`src/rtl/jive_csr_pkg.sv`:
```
// JiVe CSR sequencer shared types and constants.
// States, req_op encodings, CSR addresses and bus indices.
package jive_csr_pkg;

  typedef enum logic [2:0] {
    ST_IDLE,
    ST_RD_LO,
    ST_RD_HI,
    ST_CAP,
    ST_WR_LO,
    ST_WR_HI,
    ST_DONE
  } state_t;

  localparam logic [1:0] OP_NONE = 2'b00;
  localparam logic [1:0] OP_RW   = 2'b01;
  localparam logic [1:0] OP_RS   = 2'b10;
  localparam logic [1:0] OP_RC   = 2'b11;

  localparam logic [11:0] ADDR_MSTATUS  = 12'h304;
  localparam logic [11:0] ADDR_MIP      = 12'h344;
  localparam logic [11:0] ADDR_MCYCLE   = 12'hB00;
  localparam logic [11:0] ADDR_CYCLE    = 12'hC00;
  localparam logic [11:0] ADDR_MINSTRET = 12'hB80;
  localparam logic [11:0] ADDR_INSTRET  = 12'hC80;

  localparam logic [5:0] IDX_MSTATUS = 6'h14;
  localparam logic [5:0] IDX_MIP     = 6'h1C;
  localparam logic [5:0] IDX_CYCLE   = 6'h20;
  localparam logic [5:0] IDX_INSTRET = 6'h28;

  // New half-word value from the old half and the operand half.
  function automatic logic [15:0] csr_new(
    input logic [1:0]  op,
    input logic [15:0] old,
    input logic [15:0] w
  );
    logic [15:0] v;
    case (op)
      OP_RS:   v = old | w;
      OP_RC:   v = old & ~w;
      default: v = w;
    endcase
    return v;
  endfunction

endpackage

```
`src/rtl/jive_csr_amap.sv`:
```
// CSR address to CSR-bus index decoder.
// Flags legal addresses and the read-only (addr[11:10]=11) space.
module jive_csr_amap
  import jive_csr_pkg::*;
(
  input  logic [11:0] i_addr,
  output logic [5:0]  o_idx,
  output logic        o_legal,
  output logic        o_ro
);

  // Address match to index; unmapped addresses are illegal.
  always_comb begin
    o_idx   = '0;
    o_legal = 1'b0;
    o_ro    = (i_addr[11:10] == 2'b11);
    unique case (1'b1)
      (i_addr == ADDR_MSTATUS): begin
        o_idx   = IDX_MSTATUS;
        o_legal = 1'b1;
      end
      (i_addr == ADDR_MIP): begin
        o_idx   = IDX_MIP;
        o_legal = 1'b1;
      end
      (i_addr == ADDR_MCYCLE),
      (i_addr == ADDR_CYCLE): begin
        o_idx   = IDX_CYCLE;
        o_legal = 1'b1;
      end
      (i_addr == ADDR_MINSTRET),
      (i_addr == ADDR_INSTRET): begin
        o_idx   = IDX_INSTRET;
        o_legal = 1'b1;
      end
      default: ;
    endcase
  end

endmodule

```
`src/rtl/jive_csr_seq.sv`:
```
// JiVe Zicsr access sequencer: two half-word reads, two writes.
// Option JIVE_CSR_ROCHK_EN: writes to the 0xC00 space are illegal.
module jive_csr_seq
  import jive_csr_pkg::*;
(
  input  logic        clk,
  input  logic        rst_n,
  input  logic        req_valid,
  output logic        req_ready,
  input  logic [1:0]  req_op,
  input  logic [11:0] req_addr,
  input  logic [31:0] req_wdata,
  input  logic        req_rd_en,
  input  logic        req_wr_en,
  output logic        rsp_valid,
  output logic [31:0] rsp_rdata,
  output logic        rsp_illegal,
  output logic        csr_rd,
  output logic        csr_wr,
  output logic        msw_sel,
  output logic [5:0]  csr_idx,
  output logic [15:0] csr_wdata,
  input  logic [15:0] csr_rdata
);

  state_t      r_state;
  state_t      w_next;
  logic [1:0]  r_op;
  logic [31:0] r_wdata;
  logic        r_wr_en;
  logic        r_rd;
  logic [5:0]  r_idx;
  logic [31:0] r_old;
  logic        r_illegal;

  logic [5:0]  w_idx;
  logic        w_legal;
  logic        w_ro;
  logic        w_ill;
  logic        w_need_rd;
  logic        w_acc;

  jive_csr_amap u_amap (
    .i_addr  (req_addr),
    .o_idx   (w_idx),
    .o_legal (w_legal),
    .o_ro    (w_ro)
  );

  assign w_acc = req_valid & (r_state == ST_IDLE);

`ifdef JIVE_CSR_ROCHK_EN
  assign w_ill = ~w_legal | (w_ro & req_wr_en);
`else
  logic w_unused_ro;
  assign w_unused_ro = w_ro;
  assign w_ill = ~w_legal;
`endif

  assign w_need_rd = ((req_op == OP_RW) || (req_op == OP_NONE))
                   ? req_rd_en : 1'b1;

  assign rsp_rdata   = r_old;
  assign rsp_illegal = r_illegal;

  // State register.
  always_ff @(posedge clk or negedge rst_n) begin
    if (!rst_n) r_state <= ST_IDLE;
    else        r_state <= w_next;
  end

  // Request capture on accept, then old-value assembly from the bus.
  always_ff @(posedge clk or negedge rst_n) begin
    if (!rst_n) begin
      r_op      <= OP_NONE;
      r_wdata   <= '0;
      r_wr_en   <= 1'b0;
      r_rd      <= 1'b0;
      r_idx     <= '0;
      r_old     <= '0;
      r_illegal <= 1'b0;
    end else if (w_acc) begin
      r_op      <= req_op;
      r_wdata   <= req_wdata;
      r_wr_en   <= req_wr_en & ~w_ill;
      r_rd      <= w_need_rd & ~w_ill;
      r_idx     <= w_ill ? 6'h00 : w_idx;
      r_old     <= '0;
      r_illegal <= w_ill;
    end else begin
      if (r_state == ST_RD_HI)
        r_old[15:0] <= csr_rdata;
      if ((r_state == ST_CAP) ||
          ((r_state == ST_WR_LO) && r_rd))
        r_old[31:16] <= csr_rdata;
    end
  end

  // Next state and Moore bus/handshake outputs.
  always_comb begin
    w_next    = r_state;
    req_ready = 1'b0;
    rsp_valid = 1'b0;
    csr_rd    = 1'b0;
    csr_wr    = 1'b0;
    msw_sel   = 1'b0;
    csr_idx   = r_idx;
    csr_wdata = '0;
    unique case (r_state)
      ST_IDLE: begin
        req_ready = 1'b1;
        csr_idx   = '0;
        if (w_acc) begin
          if (w_ill)          w_next = ST_DONE;
          else if (w_need_rd) w_next = ST_RD_LO;
          else                w_next = ST_WR_LO;
        end
      end
      ST_RD_LO: begin
        csr_rd = 1'b1;
        w_next = ST_RD_HI;
      end
      ST_RD_HI: begin
        csr_rd  = 1'b1;
        msw_sel = 1'b1;
        w_next  = r_wr_en ? ST_WR_LO : ST_CAP;
      end
      ST_CAP: begin
        w_next = ST_DONE;
      end
      ST_WR_LO: begin
        csr_wr = r_wr_en;
        if (r_wr_en)
          csr_wdata = csr_new(r_op, r_old[15:0], r_wdata[15:0]);
        w_next = ST_WR_HI;
      end
      ST_WR_HI: begin
        csr_wr  = r_wr_en;
        msw_sel = 1'b1;
        if (r_wr_en)
          csr_wdata = csr_new(r_op, r_old[31:16], r_wdata[31:16]);
        w_next = ST_DONE;
      end
      ST_DONE: begin
        rsp_valid = 1'b1;
        w_next    = ST_IDLE;
      end
      default: w_next = ST_IDLE;
    endcase
  end

endmodule

```
`config.mk`:
```
export PLATFORM = sky130hd
export DESIGN_NAME = jive_csr_seq
export DESIGN_NICKNAME = d
export VERILOG_FILES = /design/src/rtl/jive_csr_pkg.sv /design/src/rtl/jive_csr_amap.sv /design/src/rtl/jive_csr_seq.sv
export SDC_FILE = /design/constraint.sdc
export NUM_CORES = 1
export LEC_CHECK = 0
export BUFFER_PORTS_ARGS = -buffer_cell sky130_fd_sc_hd__clkbuf_2
export CAP_MARGIN = 20
export CORE_ASPECT_RATIO = 1.2
export CORE_UTILIZATION = 52
export CTS_BUF_LIST = sky130_fd_sc_hd__clkbuf_2 sky130_fd_sc_hd__clkbuf_4 sky130_fd_sc_hd__clkbuf_8
export DETAILED_ROUTE_END_ITERATION = 16
export HOLD_SLACK_MARGIN = 0.15
export PLACE_DENSITY = 0.82
export SLEW_MARGIN = 20
export SYNTH_ARGS = -nofsm -noshare
export SYNTH_HDL_FRONTEND = slang
export SYNTH_SLANG_ARGS = --single-unit
export TNS_END_PERCENT = 20
```
`constraint.sdc`:
```
create_clock -name clk -period 1.9 [get_ports clk]
set_clock_uncertainty 0.15 [all_clocks]
set_input_delay 0.285 -clock clk [delete_from_list [all_inputs] [get_ports clk]]
set_output_delay 0.285 -clock clk [all_outputs]
set_load 0.02 [all_outputs]
```
==> out/results.ini <==
[global_routing]
grt_util_met1_pct=39.60
busiest_layer=met2
grt.met3_usage_pct=6.699
grt_overflow=0
use_met2_pct=61.47
grt_use_total_pct=35.31
grt_pass1_wl_um=19970
grt_pass1_vias=4326
grt_max_degree=43
antenna_found_initial=0

[power_and_ir_drop]
power.total_mw=8.703
ir_worst_vdd_mv=1.042
p_per_area_nw_per_um2=1533
cellLeakagePower_nw=2.954

[cells_and_area]
post_route_cells_drive_above_1_share_pct=31.06
diodes=0
seq_area_um2=1878
syn_to_final_growth_pct=49.97
final_core_util_pct=81.85
multi_input_area_um2=1856
layout.nets=723
fill_cells=422

[setup_path]
cp-start-kind=flip-flop
required_ns=1.46
critical-path-max-stage-delay_ns=0.42
cp-end-kind=output pin
crit_family=flip-flops
arrival_ns=1.71
cpMaxStageDelayCell=dfrtp_1
path_buf_inv=2
worst-setup-path-type=reg -> out
crit_fanout=6
path_cells=and2_4 -> buf_6 -> a211oi_2 -> a21oi_1 -> nor2_1 -> clkbuf_4

[synth]
postSynth.asyncResetShare_pct=100.0
synth_flop_cell=dfrtp_1
ys_ff_latch=75
yosysWarningCount=0
seq_area_frac_synth_pct=49.57
synth_edf_count=0
synth_commonest_cells=nand2_1, a21oi_1, dfrtp_1
synthesis.area_um2=3786
synth.top_cell.area_share_pct=49.57
synth_cell_type_count=33
synth.area.top_cells=dfrtp_1, nand2_1, a21oi_1
synth.most_common_cell=nand2_1
synthCells=468
yosys.area.top_type=dfrtp_1
postSynthAreaPerCell_um2=8.090

[hold_path]
min_path_type=in -> reg

[floorplan]
io_pins=127
rows=33
dieArea_um2=7628
die_y_um=95.48
core_area_um2=6937
fp.dieW_um=79.90
start_util_pct=54.58

[sta]
drv_slew=0
setup-violations-final=18
min_period_ns=2.149
layout_setup_ws_ns=-0.2486
max_freq_mhz=465.4
rsz0062_at_grt=true
finalCritPeriodShare_pct=113.1
hold_viol_final=0

[clock_tree]
worstSkewPairLatency_ns=0.34
cts_max_level=3
path_clk_slew_ns=0.08
clock_path_buffers=2
cts_root_buf=clkbuf_8
cts_buffers=9
cts_sinks=75
cts_tree=done

[drt]
vias=4315
drtPass1Iterations=7
via_per_inst=5.776
routed_wl_um=13050
route.detailed.wl_per_inst_um=17.47
drtAntennaViolNets=0
drcViolationCount=0
drtIter0Drc=453

[placed_design]
dp.final_hpwl_um=7702
gp_congestion=0.9341
io_buffers=124

[flow_run]
cap_violations=0

[run_status]
violations=setup timing
status=complete, but fails checks

path summary, 6_finish.rpt:
path                            depth (start not counted)        start  slack (ns)            end
worst max-delay path                                    6      r_op[1]       -0.25   csr_wdata[4]
worst min-delay path                                    3  req_addr[6]        0.18       r_idx[3]
worst max register to register                          6   r_state[1]        0.11  rsp_rdata[31]
worst min register to register                          2      r_op[0]        0.34        r_op[0]
max in group asynchronous                               3        rst_n        0.75     r_state[0]
min in group asynchronous                               2        rst_n        0.27  rsp_rdata[26]
cell usage in the layout (no fill, tap or decap), types with 2 or more instances in the layout:
| master | count |
|---|---|
| clkbuf_8 | 11 |
| o21ai_1 | 2 |
| buf_12 | 4 |
| buf_6 | 2 |
| a21oi_2 | 11 |
| bufinv_16 | 2 |
| nor2b_1 | 5 |
| o21ai_0 | 8 |
| and3b_1 | 2 |
| a21oi_1 | 70 |
| nand3b_1 | 2 |
| conb_1 | 2 |
| nor3_1 | 2 |
| clkbuf_4 | 7 |
| dlygate4sd3_1 | 59 |
| clkinv_2 | 2 |
| nor2_2 | 2 |
| o31ai_1 | 2 |
| dfrtp_1 | 74 |
| a211oi_2 | 15 |
| clkbuf_2 | 103 |
| buf_4 | 30 |
| inv_1 | 19 |
| nor2_1 | 24 |
| nand2_1 | 158 |
| mux2i_1 | 17 |
per-stage QoR:
step | instances | setup TNS (ns) | worst slack [ns] | cell area, um^2 | hold slack [ns]
after floorplan | 469 | 0 | 0.02101 | 3795 | -0.1606
after global placement | 672 | 0 | 0.1121 | 4602 | 0.09272
after detailed placement | 672 | 0 | 0.04986 | 4602 | 0.1020
after CTS | 746 | -2.299 | -0.1805 | 5582 | 0.1525
after global routing | 747 | -4.146 | -0.2982 | 5678 | 0.1993
final | 747 | -3.066 | -0.2486 | 5678 | 0.1809
flip-flops by register name (all words and copies together) (netlist names):
| register | flops |
|---|---|
| r_state | 3 |
| r_wdata | 32 |
| r_idx | 3 |
| r_wr_en | 1 |
| r_rd | 1 |
| r_op | 2 |
| rsp_rdata | 32 |
| rsp_illegal | 1 |
cells by family (layout without fill, tap and decap cells):
family | after synthesis | after routing | share of synthesized area [%]
buffers and inverters | 53 | 244 | 6.047
other | 1 | 2 | 0.09905
DFF | 75 | 75 | 49.57
AOI/OAI and AO/OA | 115 | 115 | 17.48
muxes | 18 | 18 | 4.792
and+or+nand+nor | 206 | 206 | 22.01
worst min-delay path, cell delays in order:
cell and delay [ns]:
clkbuf_2 0.10, a22oi_1 0.08, o21ai_0 0.17
repair_timing:
action | CTS | global route
endpoints found under the setup margin | 24 | 27
hold buffers | 59 | 0
buffers inserted | 0 | 0
pin swaps | 17 | 4
resized for setup | 46 | 31
hold endpoints to repair | 146 | 0
gates cloned | 0 | 1
where the power goes:
part           switching (mW)  total [mW]  internal, mW
clock network           0.573        1.34         0.763
registers               0.707        3.00          2.29
logic                    2.64        4.36          1.72
per-layer routing:
| layer | vias to the layer above | wire length [um] |
|---|---|---|
| li1 | 1917 | - |
| met1 | 2022 | 4754 |
| met2 | 298 | 6552 |
| met3 | 78 | 1035 |
| met4 | 0 | 708 |
| met5 | - | 0 |
area by class of cell:
cell class / count / share of cell area (%)
clock buffer: 10 / 2.424
clock inverter: 5 / 1.366
inverter: 20 / 1.322
multi-input combinational: 341 / 32.68
sequential: 75 / 33.08
tap: 87 / 1.917
timing repair buffer: 209 / 27.21
Note: power is estimated with default switching activity, not from simulation.
